File: src/rtl/spi_receive_con.sv
// SPI receive controller: oversamples CS/DCLK/CIPO with clk_in and assembles one word per line.
// Optional frame_err_out port enabled by defining SPI_RX_FRAME_ERR_EN.
module spi_receive_con #(
  parameter int unsigned DATA_WIDTH      = 8,
  parameter int unsigned LINES           = 1,
  parameter int unsigned SYNC_STAGES     = 2,
  parameter int unsigned DATA_WIDTH_SIZE = $clog2(DATA_WIDTH + 1)
) (
  input  logic                  clk_in,
  input  logic                  rst_n_in,
  input  logic [LINES-1:0]      chip_data_in,
  input  logic                  chip_clk_in,
  input  logic                  chip_sel_in,
  output logic [DATA_WIDTH-1:0] data_out [LINES],
  output logic                  data_valid_out,
`ifdef SPI_RX_FRAME_ERR_EN
  output logic                  frame_err_out,
`endif
  output logic                  busy_out
);

  localparam logic [1:0] StIdle = 2'd0;
  localparam logic [1:0] StRecv = 2'd1;
  localparam logic [1:0] StDone = 2'd2;

  localparam logic [DATA_WIDTH_SIZE-1:0] LastBit = DATA_WIDTH_SIZE'(DATA_WIDTH - 1);

  logic [SYNC_STAGES-1:0] cs_sync;
  logic [SYNC_STAGES-1:0] dclk_sync;
  logic [SYNC_STAGES-1:0] fill_q;
  logic [LINES-1:0]       data_sync [SYNC_STAGES];

  logic                       cs_s, dclk_s, rise, trusted;
  logic [LINES-1:0]           data_s;
  logic                       cs_prev_q, dclk_prev_q, armed_q;
  logic [1:0]                 state_q;
  logic [DATA_WIDTH_SIZE-1:0] count_q;
  logic [DATA_WIDTH-1:0]      shift_q [LINES];

  always_ff @(posedge clk_in) begin
    if (!rst_n_in) begin
      cs_sync   <= '1;
      dclk_sync <= '0;
      fill_q    <= '0;
      for (int i = 0; i < int'(SYNC_STAGES); i++) data_sync[i] <= '0;
    end else begin
      cs_sync      <= {cs_sync[SYNC_STAGES-2:0], chip_sel_in};
      dclk_sync    <= {dclk_sync[SYNC_STAGES-2:0], chip_clk_in};
      fill_q       <= {fill_q[SYNC_STAGES-2:0], 1'b1};
      data_sync[0] <= chip_data_in;
      for (int i = 1; i < int'(SYNC_STAGES); i++) data_sync[i] <= data_sync[i-1];
    end
  end

  assign cs_s    = cs_sync[SYNC_STAGES-1];
  assign dclk_s  = dclk_sync[SYNC_STAGES-1];
  assign data_s  = data_sync[SYNC_STAGES-1];
  assign rise    = dclk_s & ~dclk_prev_q;
  // cs_s only reflects the pin once the reset value has flushed out of the synchronizer.
  assign trusted = fill_q[SYNC_STAGES-1];

  always_ff @(posedge clk_in) begin
    if (!rst_n_in) begin
      state_q        <= StIdle;
      count_q        <= '0;
      cs_prev_q      <= 1'b1;
      dclk_prev_q    <= 1'b0;
      armed_q        <= 1'b0;
      data_valid_out <= 1'b0;
      for (int l = 0; l < int'(LINES); l++) begin
        shift_q[l]  <= '0;
        data_out[l] <= '0;
      end
    end else begin
      cs_prev_q      <= cs_s;
      dclk_prev_q    <= dclk_s;
      data_valid_out <= 1'b0;
      // A frame may only start after CS has been seen high, so we never join mid-stream.
      if (trusted && cs_s) armed_q <= 1'b1;
      case (state_q)
        StIdle: begin
          if (armed_q && cs_prev_q && !cs_s) begin
            count_q <= '0;
            for (int l = 0; l < int'(LINES); l++) shift_q[l] <= '0;
            state_q <= StRecv;
          end
        end
        StRecv: begin
          if (cs_s) begin
            state_q <= StIdle;
          end else if (rise) begin
            count_q <= count_q + DATA_WIDTH_SIZE'(1);
            for (int l = 0; l < int'(LINES); l++) begin
              shift_q[l] <= {shift_q[l][DATA_WIDTH-2:0], data_s[l]};
            end
            if (count_q == LastBit) begin
              for (int l = 0; l < int'(LINES); l++) begin
                data_out[l] <= {shift_q[l][DATA_WIDTH-2:0], data_s[l]};
              end
              data_valid_out <= 1'b1;
              state_q        <= StDone;
            end
          end
        end
        StDone: begin
          if (cs_s) state_q <= StIdle;
        end
        default: state_q <= StIdle;
      endcase
    end
  end

`ifdef SPI_RX_FRAME_ERR_EN
  always_ff @(posedge clk_in) begin
    if (!rst_n_in) begin
      frame_err_out <= 1'b0;
    end else begin
      frame_err_out <= ((state_q == StRecv) && cs_s) || ((state_q == StDone) && rise);
    end
  end
`endif

  assign busy_out = (state_q != StIdle);

endmodule

File: config.mk
export PLATFORM = sky130hd
export DESIGN_NAME = spi_receive_con
export DESIGN_NICKNAME = d
export VERILOG_FILES = /design/src/rtl/spi_receive_con.sv
export SDC_FILE = /design/constraint.sdc
export NUM_CORES = 1
export LEC_CHECK = 0
export ABC_AREA = 0
export CORE_UTILIZATION = 48
export CTS_CLUSTER_DIAMETER = 30
export DETAILED_ROUTE_END_ITERATION = 10
export PLACE_DENSITY = 0.73
export SYNTH_ARGS = -nofsm -noshare
export SYNTH_HDL_FRONTEND = slang
export SYNTH_SLANG_ARGS = --single-unit
File: constraint.sdc
create_clock -name clk_in -period 2.1 [get_ports clk_in]
set_input_delay 0.42 -clock clk_in [delete_from_list [all_inputs] [get_ports clk_in]]
set_output_delay 0.42 -clock clk_in [all_outputs]
set_load 0.02 [all_outputs]
# Word level (Yosys, flattened, before mapping)
# Memories as Yosys holds them, arrays and structs flattened.
# Index checks and enable logic that the tools add are counted.
[classes] addsub=1 eq_ne=9 mux=29 bitwise=8 n_reduce_logical=13
[ops] cell="2-to-1 mux 1 bit" n=17
[ops] cell="2-to-1 mux 8 bit" n=2
[ops] cell="OR reduction 8 bit" n=2
[ops] cell="2-to-1 mux 4 bit" n=3
[ops] cell="AND reduction 4 bit" n=3
[ops] cell="2-to-1 mux 2 bit" n=5
[ops] cell="!= test 2 bit (second input constant)" n=4
[ops] cell="one-hot mux 4 bit (2 select lines)" n=1
[ops] cell="!= test 3 bit (second input constant)" n=2
[ops] cell="one-hot mux 2 bit (3 select lines)" n=1
[ops] cell="NOT 1 bit" n=5
[ops] cell="adder 4 x 1 -> 4 bit (second input constant)" n=1
[ops] cell="== test 4 x 3 -> 1 bit (second input constant)" n=1
[ops] cell="nonzero test 2 bit" n=2
[ops] cell="OR reduction 4 bit" n=1
[ops] cell="logical AND 1 bit" n=3
[ops] cell="== test 2 x 1 -> 1 bit (second input constant)" n=1
[ops] cell="== test 2 bit (second input constant)" n=1
[ops] cell="zero test 2 bit" n=1
[ops] cell="OR 1 bit" n=2
[ops] cell="AND 1 bit" n=1
[ops] cell="zero test 1 bit" n=1
[word_totals] register_bits=24 ramBits=10 inputBits=5 mem_count=2
[memory_table] memory="shift_q" depth=1 width=8 rd=1 rd_clocked_by_memory_dff=0 wr=1 line_no="38" source="logic [DATA_WIDTH-1:0] shift_q [LINES];"
[memory_table] memory="data_sync" depth=2 width=1 rd=2 rd_clocked_by_memory_dff=0 wr=2 line_no="31" source="logic [LINES-1:0] data_sync [SYNC_STAGES];"

# Logic depth before layout (Yosys ltp)
# Gate-level depths: netlist of run 1.
[logic_depth] depth_word=9 ltp_mapped=4 ltp_nobuf=4

# Worst setup path before layout of run 1
# OpenSTA, ideal clock, no wires.
[synth_path] path_type="register -> register" from="reg state_q[0]" to="mem shift_q[0][0], enable pin" setup_ns=0.398 arrival_ns=1.715 required_time_ns=1.702 slack_ns=-0.013 stages_incl_launch_ff=3 synth_period_minus_slack_ns=2.113 cell_sequence="dfxtp_1 > or2_2 > o311ai_0"
[synth_via] elab_chain_len=7 elab_cells_between_ends=12 cone_classes="1 x eq/ne; 8 x mux; 3 x reduce/logical"
[synth_lines] item="from (decl)" line_no="36" source="logic [1:0] state_q;"
[synth_lines] item="from (signal assigned)" line_no="64" source="state_q <= StIdle;"
[synth_lines] item="from (signal assigned)" line_no="85" source="state_q <= StRecv;"
[synth_lines] item="from (signal assigned)" line_no="90" source="state_q <= StIdle;"
[synth_lines] item="zero test 2 bit" line_no="80" source="case (state_q)"
[synth_lines] item="2-to-1 mux 1 bit" line_no="80"
[synth_lines] item="2-to-1 mux 1 bit" line_no="63" source="if (!rst_n_in) begin"
[synth_lines] item="2-to-1 mux 1 bit (not written as such)" line_no="84" source="for (int l = 0; l < int'(LINES); l++) shift_q[l] <= '0;"
[synth_lines] item="OR reduction 8 bit (no line)"
[synth_lines] item="2-to-1 mux 1 bit (no line)"
[synth_lines] item="2-to-1 mux 1 bit (no line) (*)"
[synth_lines] item="to (decl)" line_no="38"
# Mark *: on every way between the ends. The rest lies on a longest branch, timed or not.

# Worst setup path in the final report of run 1
[layout_path] from="reg state_q[0]" to="out busy_out"
[layout_via] elab_chain_len=1
[layout_lines] item="nonzero test 2 bit" line_no="123" source="assign busy_out = (state_q != StIdle);"
[layout_lines] item="to (decl)" line_no="19" source="output logic busy_out"
# Every way passes these cells.

==> results of run 1 <==
-- state kept, by name, indices dropped and copies added (netlist names) --
name	flops
fill_q	2
shift_q	7
dclk_sync	2
count_q	4
data_sync	2
state_q	2
dclk_prev_q	1
armed_q	1
cs_sync	2
cs_prev_q	1
data_valid_out	1
data_out	8
-- metrics by stage --
step	power [W]	std cells
2_1_floorplan	0.0007067	117
3_5_place_dp	0.0007239	161
4_1_cts	0.001093	169
6_report	0.001080	169
5_1_grt	0.001131	169
3_3_place_gp	0.0007227	161
-- report_power, final --
part / internal [W] / switching (W)
Clock: 0.000165 / 0.000206
Sequential: 0.000661 / 0.00000735
Combinational: 0.0000174 / 0.0000230
Total: 0.000844 / 0.000236
-- layout by cell type (no fill, tap or decap), types with 2 or more instances in the layout --
master and instances:
and2_1 6, and3_1 7, buf_4 4, or4_1 2, nor3b_1 2, a21oi_1 3, clkbuf_1 2, mux2i_1 9
nor2b_1 2, nor2_1 2, nand3_1 2, nand2_1 22, edfxtp_1 7, clkbuf_4 5, nand2b_1 7, clkdlybuf4s50_1 14
dfxtp_1 26
-- cells in the mapped netlist, drive strengths merged (2+ instances only) --
cell,number
nand2b,7
nand3,2
nor2,2
and2,6
edfxtp,7
a21oi,3
and3,7
nor3b,2
or4,2
clkbuf,3
dfxtp,26
nor2b,2
nand2,22
mux2i,9
-- worst register-to-register path: stages, from the launching register on --
cell	delay, ps
dfxtp_1	330
or2_2	310
o311ai_1	860
-- per-layer routing --
layer	track usage, %	wire length (um)
met5	0	0
met4	11.40	61
met3	10.34	95
met1	22.20	984
met2	29.11	1032
-- worst paths after layout --
kind                           start                     endpoint  slack (ps)  cells after the start
max          state_q[0]$_SDFFE_PN0P_                     busy_out         130                      2
min            cs_sync[0]$_SDFF_PN1_        cs_sync[1]$_SDFF_PN1_         430                      1
max reg2reg  state_q[0]$_SDFFE_PN0P_  shift_q[0][3]$_SDFFCE_PN0P_         220                      2
min reg2reg    cs_sync[0]$_SDFF_PN1_        cs_sync[1]$_SDFF_PN1_         430                      1
-- final cells by class --
class	count	share of cell area (%)
multi-input combinational	79	33.50
inverter	1	0.2494
timing repair buffer	18	11.31
tap	30	2.494
sequential	33	48.55
clock buffer	8	3.907
-- kinds of logic after synthesis --
family / after synthesis / share of synthesized area (%)
AOI/OAI and AO/OA: 11 / 6.089
adders and majority gates: 1 / 0.9978
buffers and inverters: 5 / 1.496
DFF: 33 / 58.28
muxes: 9 / 7.186
and+or+nand+nor: 58 / 25.95
==> summary.txt, run 1 <==
Drt
  – Post-DR wirelength/cell: 12.86 um
  – Total wire length after detailed routing: approximately 2200 um
  – Post-detailed-route count of antenna-violating nets: 0
  – Remaining routing DRC violations: 0
  – Number of vias after detailed routing: ~900
  – Post-DR vias/cell: ~5.4
  – DRT iter0 DRCs: 22
  – Total iterations of the first detailed-routing run: 4

Placement
  – Area after detailed placement: 1446 sq um
  – Dpl ws: approximately 230 ps
  – Total half-perimeter wirelength after legalization and detailed placement: 1496 um
  – Last weighted congestion value of the routability-driven placer: between 0.8 and 0.9
  – Number of input and output port buffers inserted: 14

GRT
  – Largest net degree at the start of global routing: 37
  – Total routing usage reported by global routing: between 10% and 20%
  – Global route total overflow: 0
  – Global-route wire length before repair: ~3700 um
  – Vias in the first global route: between 800 and 900
  – Number of antenna violations at the first check in global routing: 0

Die
  – Die Y: approximately 53 um
  – I/O pin total: 15
  – Core Area: 2477 sq um
  – Starting Density: between 50 and 60%
  – Area of the die: approximately 2800 sq um
  – FP Rows: 18
  – Die W: between 50 and 60 um

Run status
  – Status: finished, final reports clean

Logic synthesis
  – Number of synthesized flops with an enable pin: 7
  – Largest cells by area after synthesis: dfxtp_1, edfxtp_1, mux2i_1, nand2_1, and3_1
  – Number of storage elements in the synthesis netlist: 33
  – Library cell occupying the most area in the post-synthesis netlist: dfxtp_1
  – Register area share after synthesis: 58.28%
  – Ys async rst share: 0%
  – Top FF cell, synth: dfxtp_1
  – Yosys warning count: 0
  – Number of library cell types mapped by synthesis: 31
  – Netlist area before placement: between 1000 and 1500 sq um
  – Share of the synthesized area in the top cell type: roughly 42%
  – Post-Syn Nets: approximately 120
  – Post-Synthesis Cells: around 120
  – Avg Inst Size Synth: 10.72 sq um

Finish
  – Fill cells: roughly 210
  – Layout overhead on the synthesized area: 20.06%
  – Cell area after layout: 1505 sq um
  – Area of the multi-input gates: slightly above 500 sq um
  – Share of post-route cells with drive strength above 1: 9.353%
  – Util after Layout: about three fifths
  – Antenna diode count: 0
  – Area occupied by registers: 730.7 sq um
  – Final nets: around 140

CTS
  – TritonCTS clock tree: yes
  – Skew-Pair Late Insertion Delay: about 340 ps
  – CTS H-tree lvls: 2
  – Post-cts sizing count: 0
  – Post-CTS Hold Fix Bufs: 0
  – Sink count of the clock tree: 33
  – Inserted Clock Buffers: 5
  – Clock tree buffer depth: 2
  – Setup Fix Bufs, Post-CTS: 0
  – Root buffer cell: clkbuf_4
  – Clock slew seen by the registers of the worst setup and hold paths: approximately 100 ps

Timing
  – Sum of negative setup slack: 0 ps
  – Post-route fraction of the period consumed by the critical path: 93.68%
  – Final number of setup-violating endpoints: 0
  – Setup clock skew after layout: roughly 15 ps
  – RSZ-0062 raised after global routing: false
  – Slew at the pin closest to its max-slew limit: around 1000 ps
  – Fmax: approximately 510 MHz
  – Final Hold Fails: 0
  – Minimum period implied by the final worst setup slack: 1967 ps
  – Slew HR: 32.27%
  – Worst hold slack across all endpoints: about 430 ps
  – Slew Viols, Final: 0
  – Post-route worst setup slack: about 130 ps

Critical path
  – Type of destination of the critical path: output pin
  – Data required time at the worst endpoint: roughly 1700 ps
  – Arrival time of data at the critical path endpoint: 1550 ps
  – WP buf/inv: 1
  – Setup crit start kind: flop
  – Top cell family by delay on the critical path: buffers and inverters
  – Delay of the slowest critical-path stage: around 560 ps
  – Cell breakdown of the critical path: or2_2 > clkdlybuf4s50_1
  – Largest fanout of any net on the critical path: 3
  – Kind of critical path: reg2out
  – Highest-delay cell along the critical path: clkdlybuf4s50_1

Min path
  – Hold Path Class: reg2reg

Power
  – IR Drop Worst-Case VDD: 0.0006076 V
  – Pleak: approximately 0.55 nW
  – Ratio of total power to cell area: between 700 and 800 nW/um^2

Flow run
  – Count of max-cap constraint violations: 0
Power figures use the tool's default switching activity.
==> run 2: changes to the inputs <==
- CORE_UTILIZATION: 48 -> 53
- PLACE_DENSITY: 0.73 -> 0.76
- clock period: 2.1 -> 2.2 ns (I/O delays scaled with it)
==> run 2 against run 1 <==
  * Critical path depth is the same
  * Highest routed layer unchanged
  * Combinational power is essentially flat
  * Clock skew shrank 3.8 ps
  * Setup slack gained 39 ps
  * Register-to-register slack gained 350 ps
  * Global-route usage grew 0.68 points
  * Non-clock buffer count is the same
  * Critical endpoint unchanged
==> summary.txt, run 2 (synthesis gave the netlist of run 1 again) <==
Run status
  – Status: finished, final reports clean

Drt
  – Total iterations of the first detailed-routing run: 4
  – Remaining routing DRC violations: 0
  – DRT iter0 DRCs: 31
  – Total wire length after detailed routing: a little over 2000 um
  – Post-DR vias/cell: 5.353
  – Wl on met1: slightly below 1000 um
  – Number of vias after detailed routing: around 890
  – Post-DR wirelength/cell: roughly 12 um
  – Top routing layer in use: met4
  – Post-detailed-route count of antenna-violating nets: 0
  – Metal3 WL: ~120 um
  – Amount of wire on met2 after detailed routing: between 900 and 1000 um

CTS
  – CTS H-tree lvls: 2
  – Inserted Clock Buffers: 5
  – Setup Fix Bufs, Post-CTS: 0
  – Skew-Pair Late Insertion Delay: ~330 ps
  – Clock slew seen by the registers of the worst setup and hold paths: around 90 ps
  – Root buffer cell: clkbuf_4
  – Post-cts sizing count: 0
  – TritonCTS clock tree: yes
  – Clock tree buffer depth: 2
  – Sink count of the clock tree: 33
  – Post-CTS Hold Fix Bufs: 0

Die
  – Die Y: 50.64 um
  – FP Rows: 17
  – Core Area: around 2200 sq um
  – Area of the die: approximately 2600 sq um
  – Starting Density: 56.67%
  – Die W: a little over 50 um
  – I/O pin total: 15

Timing
  – Sum of negative setup slack: 0 ps
  – Post-route fraction of the period consumed by the critical path: just over 90%
  – Setup clock skew after layout: 11.32 ps
  – Slew HR: between 50% and 60%
  – RSZ-0062 raised after global routing: false
  – Slew at the pin closest to its max-slew limit: roughly 630 ps
  – Fmax: just under 500 MHz
  – Minimum period implied by the final worst setup slack: approximately 2000 ps
  – Final number of setup-violating endpoints: 0
  – Final Hold Fails: 0
  – Slew Viols, Final: 0
  – Worst hold slack across all endpoints: a little over 400 ps

Power
  – Reported net switching power: 0.0002196 W
  – Cell Int Power: about 0.00077 W
  – Portion of total power attributed to the clock network: 31.1%
  – Ratio of total power to cell area: about 660 nW/um^2
  – IR Drop Worst-Case VDD: approximately 0.00057 V
  – Share of power burned in registers: around 65%
  – Combinational share of power: about 4%
  – Total design power: 0.0009846 W
  – Switching share of power: about 22%
  – Pleak: roughly 0.55 nW

Placement
  – Number of input and output port buffers inserted: 14
  – Last weighted congestion value of the routability-driven placer: ~0.90
  – Area after detailed placement: 1444 sq um
  – Total half-perimeter wirelength after legalization and detailed placement: 1452 um

Finish
  – Fill cells: 180
  – Share of post-route cells with drive strength above 1: under 10%
  – Layout overhead on the synthesized area: 19.16%
  – Largest registers: data_out x8, shift_q x7, count_q x4
  – Area occupied by registers: approximately 730 sq um
  – Antenna diode count: 0
  – Commonest cells after routing, fill and taps aside: dfxtp_1, nand2_1, clkdlybuf4s50_1
  – Area of the multi-input gates: around 500 sq um
  – Largest register by flop count: data_out
  – Cell area after layout: ~1500 sq um
  – Util after Layout: 67.53%
  – Leading cell type in the layout, fill and taps excluded: dfxtp_1
  – Number of flip-flops under the largest register name: 8
  – Final nets: 144

GRT
  – Global route total overflow: 0
  – Number of antenna violations at the first check in global routing: 0
  – Global-route wire length before repair: ~3600 um
  – Total routing usage reported by global routing: about 20%
  – Largest net degree at the start of global routing: 19
  – Vias in the first global route: 858

Critical path
  – Type of destination of the critical path: output pin
  – Kind of critical path: reg2out
  – Setup crit start kind: flop
  – Arrival time of data at the critical path endpoint: around 1600 ps
  – Data required time at the worst endpoint: between 1500 and 2000 ps
  – Largest fanout of any net on the critical path: 8

Flow run
  – Count of max-cap constraint violations: 0

Min path
  – Hold Path Class: reg2reg
[run 2: cell types whose count changed in the layout (fill, tap and decap cells not counted), sizes merged]
cell / delta
clkbuf: -3
clkinv: +3
[run 2: final timing paths]
check	slack [ps]	depth (start not counted)	to	startpoint
setup / recovery	170	2	busy_out	state_q[0]$_SDFFE_PN0P_
hold / removal	400	1	cs_sync[1]$_SDFF_PN1_	cs_sync[0]$_SDFF_PN1_
setup reg to reg	570	3	count_q[1]$_SDFFE_PN0P_	state_q[0]$_SDFFE_PN0P_
hold reg to reg	400	1	cs_sync[1]$_SDFF_PN1_	cs_sync[0]$_SDFF_PN1_
[run 2: per-layer routing]
layer	vias to the layer above	global-route usage, %
met5	-	0
met4	0	11.57
met3	8	9.394
met2	21	31.33
met1	414	22.94
li1	451	-
[run 2: area by class of cell]
| class | instances | area share, % |
|---|---|---|
| repair buffers | 18 | 11.39 |
| clock inverters | 3 | 0.8375 |
| multi-input cells | 79 | 33.75 |
| flip-flops and latches | 33 | 48.91 |
| inverters | 1 | 0.2513 |
| clock buffers | 5 | 2.513 |
| well taps | 28 | 2.345 |
[run 2: critical path: stages (launching register included)]
cell	delay, ps
dfxtp_1	370
or2_2	340
clkdlybuf4s50_1	550
[run 2: metrics by stage]
stage	setup WS, ps	std cells
2_1_floorplan	86.81	117
3_3_place_gp	422.4	159
3_5_place_dp	390.4	159
4_1_cts	171.2	167
5_1_grt	108.4	167
6_report	171.8	167
[run 2: power by group through the flow]
stage / Clock [W] / Sequential [W] / Combinational [W]
global route: 0.000339 / 0.000640 / 0.0000455
global placement: 0 / 0.000651 / 0.0000397
floorplan: 0 / 0.000650 / 0.0000246
detailed placement: 0 / 0.000651 / 0.0000410
finish: 0.000306 / 0.000638 / 0.0000406
CTS: 0.000314 / 0.000638 / 0.0000414
